### src/rtl/hyperbus_pkg.sv
// Shared types for the HyperBus delay-line sequencer: tap width, FSM states,
// the captured config request and the window-centre helper.
package hyperbus_pkg;

    localparam int unsigned DelayWidth = 4;
    localparam int unsigned LenWidth   = DelayWidth + 1;

    typedef logic [DelayWidth-1:0] tap_t;
    typedef logic [LenWidth-1:0]   len_t;

    typedef enum logic [2:0] {
        StIdle,
        StWaitIdle,
        StSettle,
        StProbe,
        StNext,
        StDone
    } delay_ctrl_state_e;

    typedef struct packed {
        logic sel;
        logic train;
        tap_t delay;
    } delay_req_t;

    // Lower-middle tap of a window, so even-length windows bias toward earlier taps.
    function automatic tap_t window_centre(input tap_t start, input len_t len);
        len_t half;
        half = (len - LenWidth'(1)) >> 1;
        return start + half[DelayWidth-1:0];
    endfunction

endpackage

### src/rtl/hyperbus_delay_window.sv
// Tracks the longest run of passing taps seen during a sweep; earliest run wins ties.
module hyperbus_delay_window
    import hyperbus_pkg::*;
(
    input  logic clk_i,
    input  logic rst_ni,
    input  logic clear_i,
    input  logic sample_i,
    input  logic pass_i,
    input  tap_t tap_i,
    input  logic close_i,
    output tap_t best_start_o,
    output len_t best_len_o
);

    tap_t run_start_q, best_start_q;
    len_t run_len_q, best_len_q;
    logic run_longer;

    assign run_longer = run_len_q > best_len_q;

    always_ff @(posedge clk_i or negedge rst_ni) begin
        if (!rst_ni) begin
            run_start_q  <= '0;
            run_len_q    <= '0;
            best_start_q <= '0;
            best_len_q   <= '0;
        end else if (clear_i) begin
            run_start_q  <= '0;
            run_len_q    <= '0;
            best_start_q <= '0;
            best_len_q   <= '0;
        end else if (sample_i) begin
            if (pass_i) begin
                if (run_len_q == '0) run_start_q <= tap_i;
                run_len_q <= run_len_q + LenWidth'(1);
            end else begin
                if (run_longer) begin
                    best_start_q <= run_start_q;
                    best_len_q   <= run_len_q;
                end
                run_len_q <= '0;
            end
        end else if (close_i) begin
            if (run_longer) begin
                best_start_q <= run_start_q;
                best_len_q   <= run_len_q;
            end
            run_len_q <= '0;
        end
    end

    // While closing, expose the post-close view so the caller can use it this cycle.
    assign best_start_o = (close_i && run_longer) ? run_start_q : best_start_q;
    assign best_len_o   = (close_i && run_longer) ? run_len_q   : best_len_q;

endmodule

### src/rtl/hyperbus_delay_ctrl.sv
// Sequences RX/TX delay-line taps: direct writes and 16-tap training sweeps,
// applying taps only while the PHY is idle and settling before ack/probe.
module hyperbus_delay_ctrl
    import hyperbus_pkg::*;
#(
    parameter int unsigned           NumSettleCycles = 8,
    parameter logic [DelayWidth-1:0] RstDelayRx      = 4'd8,
    parameter logic [DelayWidth-1:0] RstDelayTx      = 4'd8
) (
    input  logic                  clk_i,
    input  logic                  rst_ni,
    input  logic                  cfg_valid_i,
    output logic                  cfg_ready_o,
    input  logic                  cfg_sel_i,
    input  logic                  cfg_train_i,
    input  logic [DelayWidth-1:0] cfg_delay_i,
    input  logic                  phy_idle_i,
    output logic [DelayWidth-1:0] delay_rx_o,
    output logic [DelayWidth-1:0] delay_tx_o,
    output logic                  probe_req_o,
    input  logic                  probe_ack_i,
    input  logic                  probe_pass_i,
    output logic                  done_o,
    output logic                  train_fail_o,
    output logic [DelayWidth-1:0] result_o
);

    localparam int unsigned CntW = $clog2(NumSettleCycles + 1);
    localparam tap_t        LastTap = '1;

    delay_ctrl_state_e state_q;
    delay_req_t        req_in;
    logic              sel_q, train_q, final_q, fail_q;
    tap_t              pend_q, saved_q, tap_q, applied_q;
    tap_t              rx_q, tx_q, result_q;
    logic [CntW-1:0]   settle_q;
    logic              ready_q, probe_q, done_q, train_fail_q;

    logic win_clear, win_sample, win_close;
    tap_t best_start;
    len_t best_len;

    assign req_in = '{sel: cfg_sel_i, train: cfg_train_i, delay: cfg_delay_i};

    assign win_clear  = (state_q == StIdle) && cfg_valid_i && cfg_train_i;
    assign win_sample = (state_q == StProbe) && probe_ack_i;
    assign win_close  = (state_q == StNext) && (tap_q == LastTap);

    hyperbus_delay_window u_window (
        .clk_i       (clk_i),
        .rst_ni      (rst_ni),
        .clear_i     (win_clear),
        .sample_i    (win_sample),
        .pass_i      (probe_pass_i),
        .tap_i       (tap_q),
        .close_i     (win_close),
        .best_start_o(best_start),
        .best_len_o  (best_len)
    );

    always_ff @(posedge clk_i or negedge rst_ni) begin
        if (!rst_ni) begin
            state_q      <= StIdle;
            sel_q        <= 1'b0;
            train_q      <= 1'b0;
            final_q      <= 1'b0;
            fail_q       <= 1'b0;
            pend_q       <= '0;
            saved_q      <= '0;
            tap_q        <= '0;
            applied_q    <= '0;
            rx_q         <= RstDelayRx;
            tx_q         <= RstDelayTx;
            result_q     <= '0;
            settle_q     <= '0;
            ready_q      <= 1'b1;
            probe_q      <= 1'b0;
            done_q       <= 1'b0;
            train_fail_q <= 1'b0;
        end else begin
            done_q       <= 1'b0;
            train_fail_q <= 1'b0;
            case (state_q)
                StIdle: begin
                    if (cfg_valid_i && ready_q) begin
                        sel_q   <= req_in.sel;
                        train_q <= req_in.train;
                        final_q <= 1'b0;
                        fail_q  <= 1'b0;
                        tap_q   <= '0;
                        saved_q <= req_in.sel ? tx_q : rx_q;
                        pend_q  <= req_in.train ? '0 : req_in.delay;
                        ready_q <= 1'b0;
                        state_q <= StWaitIdle;
                    end
                end
                StWaitIdle: begin
                    if (phy_idle_i) begin
                        if (sel_q) tx_q <= pend_q;
                        else       rx_q <= pend_q;
                        applied_q <= pend_q;
                        settle_q  <= '0;
                        state_q   <= StSettle;
                    end
                end
                StSettle: begin
                    if (settle_q == CntW'(NumSettleCycles - 1)) begin
                        if (!train_q || final_q) begin
                            done_q       <= 1'b1;
                            train_fail_q <= fail_q;
                            result_q     <= applied_q;
                            state_q      <= StDone;
                        end else begin
                            probe_q <= 1'b1;
                            state_q <= StProbe;
                        end
                    end else begin
                        settle_q <= settle_q + CntW'(1);
                    end
                end
                StProbe: begin
                    if (probe_ack_i) begin
                        probe_q <= 1'b0;
                        state_q <= StNext;
                    end
                end
                StNext: begin
                    if (tap_q == LastTap) begin
                        final_q <= 1'b1;
                        if (best_len == '0) begin
                            pend_q <= saved_q;
                            fail_q <= 1'b1;
                        end else begin
                            pend_q <= window_centre(best_start, best_len);
                        end
                    end else begin
                        tap_q  <= tap_q + DelayWidth'(1);
                        pend_q <= tap_q + DelayWidth'(1);
                    end
                    state_q <= StWaitIdle;
                end
                StDone: begin
                    ready_q <= 1'b1;
                    state_q <= StIdle;
                end
                default: begin
                    ready_q <= 1'b1;
                    probe_q <= 1'b0;
                    state_q <= StIdle;
                end
            endcase
        end
    end

    assign cfg_ready_o  = ready_q;
    assign delay_rx_o   = rx_q;
    assign delay_tx_o   = tx_q;
    assign probe_req_o  = probe_q;
    assign done_o       = done_q;
    assign train_fail_o = train_fail_q;
    assign result_o     = result_q;

endmodule

### config.mk
export PLATFORM = sky130hd
export DESIGN_NAME = hyperbus_delay_ctrl
export DESIGN_NICKNAME = d
export VERILOG_FILES = /design/src/rtl/hyperbus_pkg.sv /design/src/rtl/hyperbus_delay_window.sv /design/src/rtl/hyperbus_delay_ctrl.sv
export SDC_FILE = /design/constraint.sdc
export NUM_CORES = 1
export LEC_CHECK = 0
export CORE_MARGIN = 2
export CORE_UTILIZATION = 50
export DETAILED_ROUTE_END_ITERATION = 8
export MAX_ROUTING_LAYER = met4
export PLACE_DENSITY_LB_ADDON = 0.05
export SYNTH_ARGS = -nofsm -noshare
export SYNTH_HDL_FRONTEND = slang
export SYNTH_HIERARCHICAL = 1
export SYNTH_SLANG_ARGS = --single-unit
### constraint.sdc
create_clock -name clk_i -period 3.2 [get_ports clk_i]
set_input_delay 0.96 -clock clk_i [delete_from_list [all_inputs] [get_ports clk_i]]
set_output_delay 0.96 -clock clk_i [all_outputs]
set_load 0.02 [all_outputs]
### Word level (Yosys, flattened, before mapping)

Index checks and enable logic that the tools add are counted.

* add/sub/neg operators: 5
* $lt $le $gt $ge: 1
* eq/ne operators: 17
* muxes and demuxes: 55
* bitwise operators: 3
* reductions and logical operators: 34

Operators with widths (number)
* 4-bit 2-to-1 mux: 19
* 5-bit 2-to-1 mux: 10
* 4-bit case mux with 2 select lines: 3
* 3-bit AND reduction: 7
* 3-bit 2-to-1 mux: 5
* 3-bit case mux with 5 select lines: 1
* 1-bit 2-to-1 mux: 13
* 2-bit != test, second input constant: 6
* 4-bit AND reduction: 3
* 5-bit zero test: 2
* 2-bit AND reduction: 5
* 2-bit nonzero test: 5
* 4-bit by 1-bit adder with 4-bit output, second input constant: 2
* 4-bit OR reduction: 2
* 3-bit by 2-bit equality test with 1-bit output, second input constant: 2
* 3-bit equality test, second input constant: 2
* 1-bit logical AND: 6
* 2-bit by 1-bit != test with 1-bit output, second input constant: 3
* 1-bit case mux with 2 select lines: 3
* 5-bit by 1-bit adder with 5-bit output, second input constant: 1
* 5-bit greater-than comparator: 1
* 5-bit by 1-bit subtractor with 5-bit output, second input constant: 1
* 4-bit adder: 1
* 4-bit by 3-bit equality test with 1-bit output, second input constant: 1
* other kinds (9): 11

* register bits: 61
* bits of input ports: 12
* output and inout port bits: 16
* word-level logic and storage cells: 136

### Longest topological paths before layout

* depth after elaboration: 9
* gate-level depth with buffers: 15
* gate-level depth less buffers: 15

### Cells and area by module

Netlist, hierarchy kept.

By module, submodules not included
* hyperbus_delay_ctrl: times used 1, cells an instance 196, area each 2194.6 um^2, seq. area each 1079.8 um^2
* hyperbus_delay_window: times used 1, cells an instance 111, area each 1141.1 um^2, seq. area each 450.4 um^2

### Least setup slack after synthesis

OpenSTA, ideal clock, no wires.

* kind: register to register
* start: register u_window.run_len_q[4]
* end: register pend_q[3]
* setup time: 0.120 ns
* data arrival time: 3.056 ns
* data required time: 3.080 ns
* path slack: 0.024 ns
* cell stages (with the launch flop): 15
* buffers on the path: 0
* clock period less this slack: 3.176 ns
* path through: dfrtp_1 ha_1 a21oi_1 o21ai_2 o211ai_4 mux2_2 inv_1 ha_1 xor2_1 ha_1 a211oi_1 nor2_1 xnor2_1 nand2_1 a31o_1

* word-level cells in the longest chain between the ends: 8
* elaborated cells on any way between the ends: 10
* those cells by class: add/sub: 2; order compare: 1; mux: 5; reduce/logical: 2

Ends and longest elaborated chain
* start, declared: RTL line hyperbus_delay_window.sv:17 `len_t run_len_q, best_len_q;`
* start signal, assigned: RTL line hyperbus_delay_window.sv:36 `run_len_q <= run_len_q + LenWidth'(1);`
* 5-bit greater-than comparator *: RTL line hyperbus_delay_window.sv:20 `assign run_longer = run_len_q > best_len_q;`
* 1-bit logical AND *: RTL line hyperbus_delay_window.sv:55 `assign best_len_o = (close_i && run_longer) ? run_len_q : best_len_q;`
* 5-bit 2-to-1 mux *: RTL line hyperbus_delay_window.sv:55
* named net best_len[0]: RTL line hyperbus_delay_ctrl.sv:41 `len_t best_len;`
* 5-bit by 1-bit subtractor with 5-bit output: RTL line hyperbus_pkg.sv:29 `half = (len - LenWidth'(1)) >> 1;`
* 4-bit adder: RTL line hyperbus_pkg.sv:30 `return start + half[DelayWidth-1:0];`
* 4-bit 2-to-1 mux *: RTL line hyperbus_delay_ctrl.sv:130 `if (best_len == '0) begin`
* 4-bit 2-to-1 mux *: RTL line hyperbus_delay_ctrl.sv:128 `if (tap_q == LastTap) begin`
* 4-bit case mux with 2 select lines *: RTL line hyperbus_delay_ctrl.sv:83 `case (state_q)`
* end signal, assigned: RTL line hyperbus_delay_ctrl.sv:131 `pend_q <= saved_q;`
* end signal, assigned: RTL line hyperbus_delay_ctrl.sv:134 `pend_q <= window_centre(best_start, best_len);`
* end signal, assigned: RTL line hyperbus_delay_ctrl.sv:138 `pend_q <= tap_q + DelayWidth'(1);`
* end, declared: RTL line hyperbus_delay_ctrl.sv:34 `tap_t pend_q, saved_q, tap_q, applied_q;`

Mark *: on every way through the listed nets, which the timed path passes. The rest lies on a longest branch.
A chain may end at the register's enable or synchronous reset.

### Final worst setup path

* start: register u_window.run_len_q[2]
* end: register pend_q[3]

The elaborated chain is that of the path after synthesis.

==> results.toml <==
[worst_setup_path]
crit_type = "reg -> reg"
worstPathCellList = "ha_4 > nand4_1 > or2_4 > o211ai_4 > mux2_4 > inv_1 > ha_4 > xor2_1 > ha_1 > a211oi_2 > nor2_2 > xnor2_1 > o21ai_1 > a31o_1"
start_kind = "register"
critPathMaxStageDelay_ns = 0.42
crit_slowest_cell = "dfrtp_1"
crit_path_frequent_cell = "ha_4"
crit_fanout = 3
setup.worst_path.end_class = "register"
arrival_ns = 3.37
required_ns = 3.42

[placement]
portBuffers = 27
gp_congestion = 0.880
dpl_cell_area_um2 = 3860
dp_hpwl_mm = 5.16
place_inst = 431

[sta]
fin_worst_skew_ns = 0.0107
slew_violations = 0
max_clock_freq_ghz = 0.318
period_needed_ns = 3.15
slew_headroom = 0.623
worstMarginPinSlew_ns = 0.561
fin_crit_sh = 0.984
holdWs_ns = 0.479
hold_viol = 0
setup_viol = 0
rsz0062_at_grt = "true"

[routing]
wl_met3_um = 168
ant_nets = 0
top_layer_used = "met4"
drc = 0
vias = 2423
met1Wirelength_mm = 3.57
drt-total-wl_mm = 6.97
dr.pass1.iters = 4
routed_via_density = 5.36
wire_per_inst_um = 15.4
wl_met2_mm = 3.17
drt_iter0_markers = 147

[global_route]
gr-total-overflow = 0
grt_pass1_wl_mm = 12.1
grt.total_usage = 0.220
grt_pass1_vias = 2450
grt_max_degree = 24
antenna_found_initial = 0

[cts]
h-tree-depth = 3
clk_pin_slew_worst_paths_ns = 0.07
cts_tree = "yes"
root_buffer = "clkbuf_8"
cts_made_buffers = 9
clock_sinks = 61
cts_buffer_depth = 2
insertion_delay_ns = 0.34

[logic_synthesis]
synth-edff-count = 0
synth.avg_cell_area_um2 = 10.9
synth_nets = 333
synth_seq_cells = 61
ys_warn_count = 6
synth_top_flop_cell = "dfrtp_1"
synthArstFlopShare = 1.00
synth_area_um2 = 3340
netlist_instances = 307
seq_area_frac_synth = 0.459
synth.distinct_cells = 55

[die]
pin_count = 28
start_util = 0.522
rows = 29
dieArea_um2 = 7340
die_y_um = 85.7
die_x_um = 85.7
core_um2 = 6390

[power]
peakVddDrop_v = 0.000558
powerDensity_nw_per_um2 = 711
leakagePower_nw = 1.92

[final_layout]
postLayoutCoreUtil = 0.657
nFillCells = 526
final_area_um2 = 4190
multiInputGateArea_um2 = 1800
num_antenna_cells = 0
fin_nets = 396
regArea_um2 = 1530
drive_gt1_frac = 0.267
area_delta_synth_final_pct = 25.7
stdcell_count = 452

[run_status]
run_status = "finished clean"

[worst_hold_path]
hold_class = "reg -> reg"

[run]
maxCapViolations = 0
## path summary, 6_finish.rpt
kind / startpoint / end / slack, ns / cells after the start
setup / recovery: u_window/run_len_q[2] / pend_q[3] / 0.05 / 14
hold / removal: applied_q[0] / applied_q[0] / 0.48 / 2
setup reg to reg: u_window/run_len_q[2] / pend_q[3] / 0.05 / 14
hold reg to reg: applied_q[0] / applied_q[0] / 0.48 / 2
max in group asynchronous: rst_ni / cfg_ready_o / 1.88 / 2
min in group asynchronous: rst_ni / u_window/run_len_q[0] / 0.59 / 1
## registers in the layout, indices dropped and copies added (netlist names), 3 cells and up
signal,flops
u_window/best_len_q,5
u_window/run_len_q,5
applied_q,4
delay_rx_o,4
delay_tx_o,4
pend_q,4
result_o,4
saved_q,4
settle_q,4
tap_q,4
u_window/best_start_q,4
u_window/run_start_q,4
state_q,3
## synthesized netlist by cell type (all sizes together) (2+ instances only)
| cell type | number | share of area |
|---|---|---|
| clkbuf | 3 | 0.0034 |
| dfstp | 3 | 0.024 |
| mux2 | 25 | 0.084 |
| xnor2 | 6 | 0.016 |
| nor4b | 2 | 0.0071 |
| nor2 | 21 | 0.034 |
| o211ai | 4 | 0.013 |
| and3 | 2 | 0.0038 |
| nor3b | 4 | 0.016 |
| nor2b | 4 | 0.0075 |
| xor2 | 6 | 0.016 |
| a211oi | 2 | 0.0045 |
| nand2b | 22 | 0.042 |
| ha | 13 | 0.049 |
| o21ai | 15 | 0.024 |
| nand2 | 32 | 0.036 |
| nand3 | 7 | 0.011 |
| buf | 6 | 0.014 |
| a22o | 4 | 0.011 |
| and2 | 2 | 0.0038 |
| a31oi | 4 | 0.0075 |
| nand4 | 2 | 0.0038 |
| or2 | 2 | 0.0045 |
| dfrtp | 58 | 0.44 |
| a21oi | 9 | 0.015 |
| nand3b | 2 | 0.0045 |
| inv | 12 | 0.014 |
| mux2i | 19 | 0.057 |
| nor3 | 4 | 0.0075 |
| a21o | 2 | 0.0045 |
## metal layers
metal,vias up,track usage
li1,1206,-
met1,1180,0.311
met5,-,-
met4,0,0.0649
met2,33,0.319
met3,4,0.0472
## metrics by stage
stage	total power, W	setup WS (ns)	setup TNS [ns]
2_1_floorplan	0.00190	0.0244	0
3_3_place_gp	0.00228	0.0325	0
3_5_place_dp	0.00230	-0.00550	-0.00550
4_1_cts	0.00300	0.00149	0
5_1_grt	0.00319	-0.130	-0.240
6_report	0.00298	0.0505	0
## worst max-delay path, delay by kind of cell, from the launching register on
family	cells	cell delay (ns)
xor+xnor	2	0.38
compound gates	4	0.60
buf+inv	1	0.10
flops	1	0.42
simple gates	3	0.50
mux	1	0.34
fa+ha+maj	3	0.69
## cell type report
type,instances,share of cell area
multi-input combinational,225,0.429
sequential,61,0.365
timing repair buffer,61,0.125
clock buffer,9,0.0295
tap,77,0.0230
clock inverter,7,0.0176
inverter,12,0.0107
## power by group
group / internal [W] / switching (W) / leakage [nW]
sequential: 0.00100 / 0.000180 / 0.798
combinational: 0.000533 / 0.000582 / 1.02
clock: 0.000362 / 0.000321 / 0.0996
total: 0.00190 / 0.00108 / 1.92
## cells by family after synthesis
logic type               share of synthesized area
buffers and inverters                       0.0308
XOR/XNOR                                    0.0315
adder cells (fa/ha/maj)                     0.0548
multiplexers                                 0.141
AND/OR/NAND/NOR                              0.184
AO/OA/AOI/OAI                               0.0990
flip-flops                                   0.459
## what timing repair did
action / in CTS / in global routing
pin swaps: 1 / 17
endpoints found under the setup margin: 2 / 3
hold buffers: 0 / 0
gates resized for setup: 2 / 22
buffers inserted: 0 / 5
## placed cells by master (no fill, tap or decap), types with 3 or more instances in the layout
cell / n
xnor2_1: 5
nor2_2: 3
nor2b_1: 4
mux2_2: 13
nor2_1: 15
ha_4: 4
mux2i_1: 18
o211ai_1: 3
clkdlybuf4s50_1: 26
mux2_4: 4
a22o_1: 4
a31oi_1: 4
o21ai_0: 12
inv_1: 9
dfrtp_1: 58
nand3_1: 7
mux2_1: 8
xor2_1: 6
nand2b_1: 21
buf_4: 33
nand2_1: 32
inv_2: 3
a21oi_1: 8
dfstp_2: 3
ha_1: 8
clkbuf_8: 9
Power figures use the tool's default switching activity.
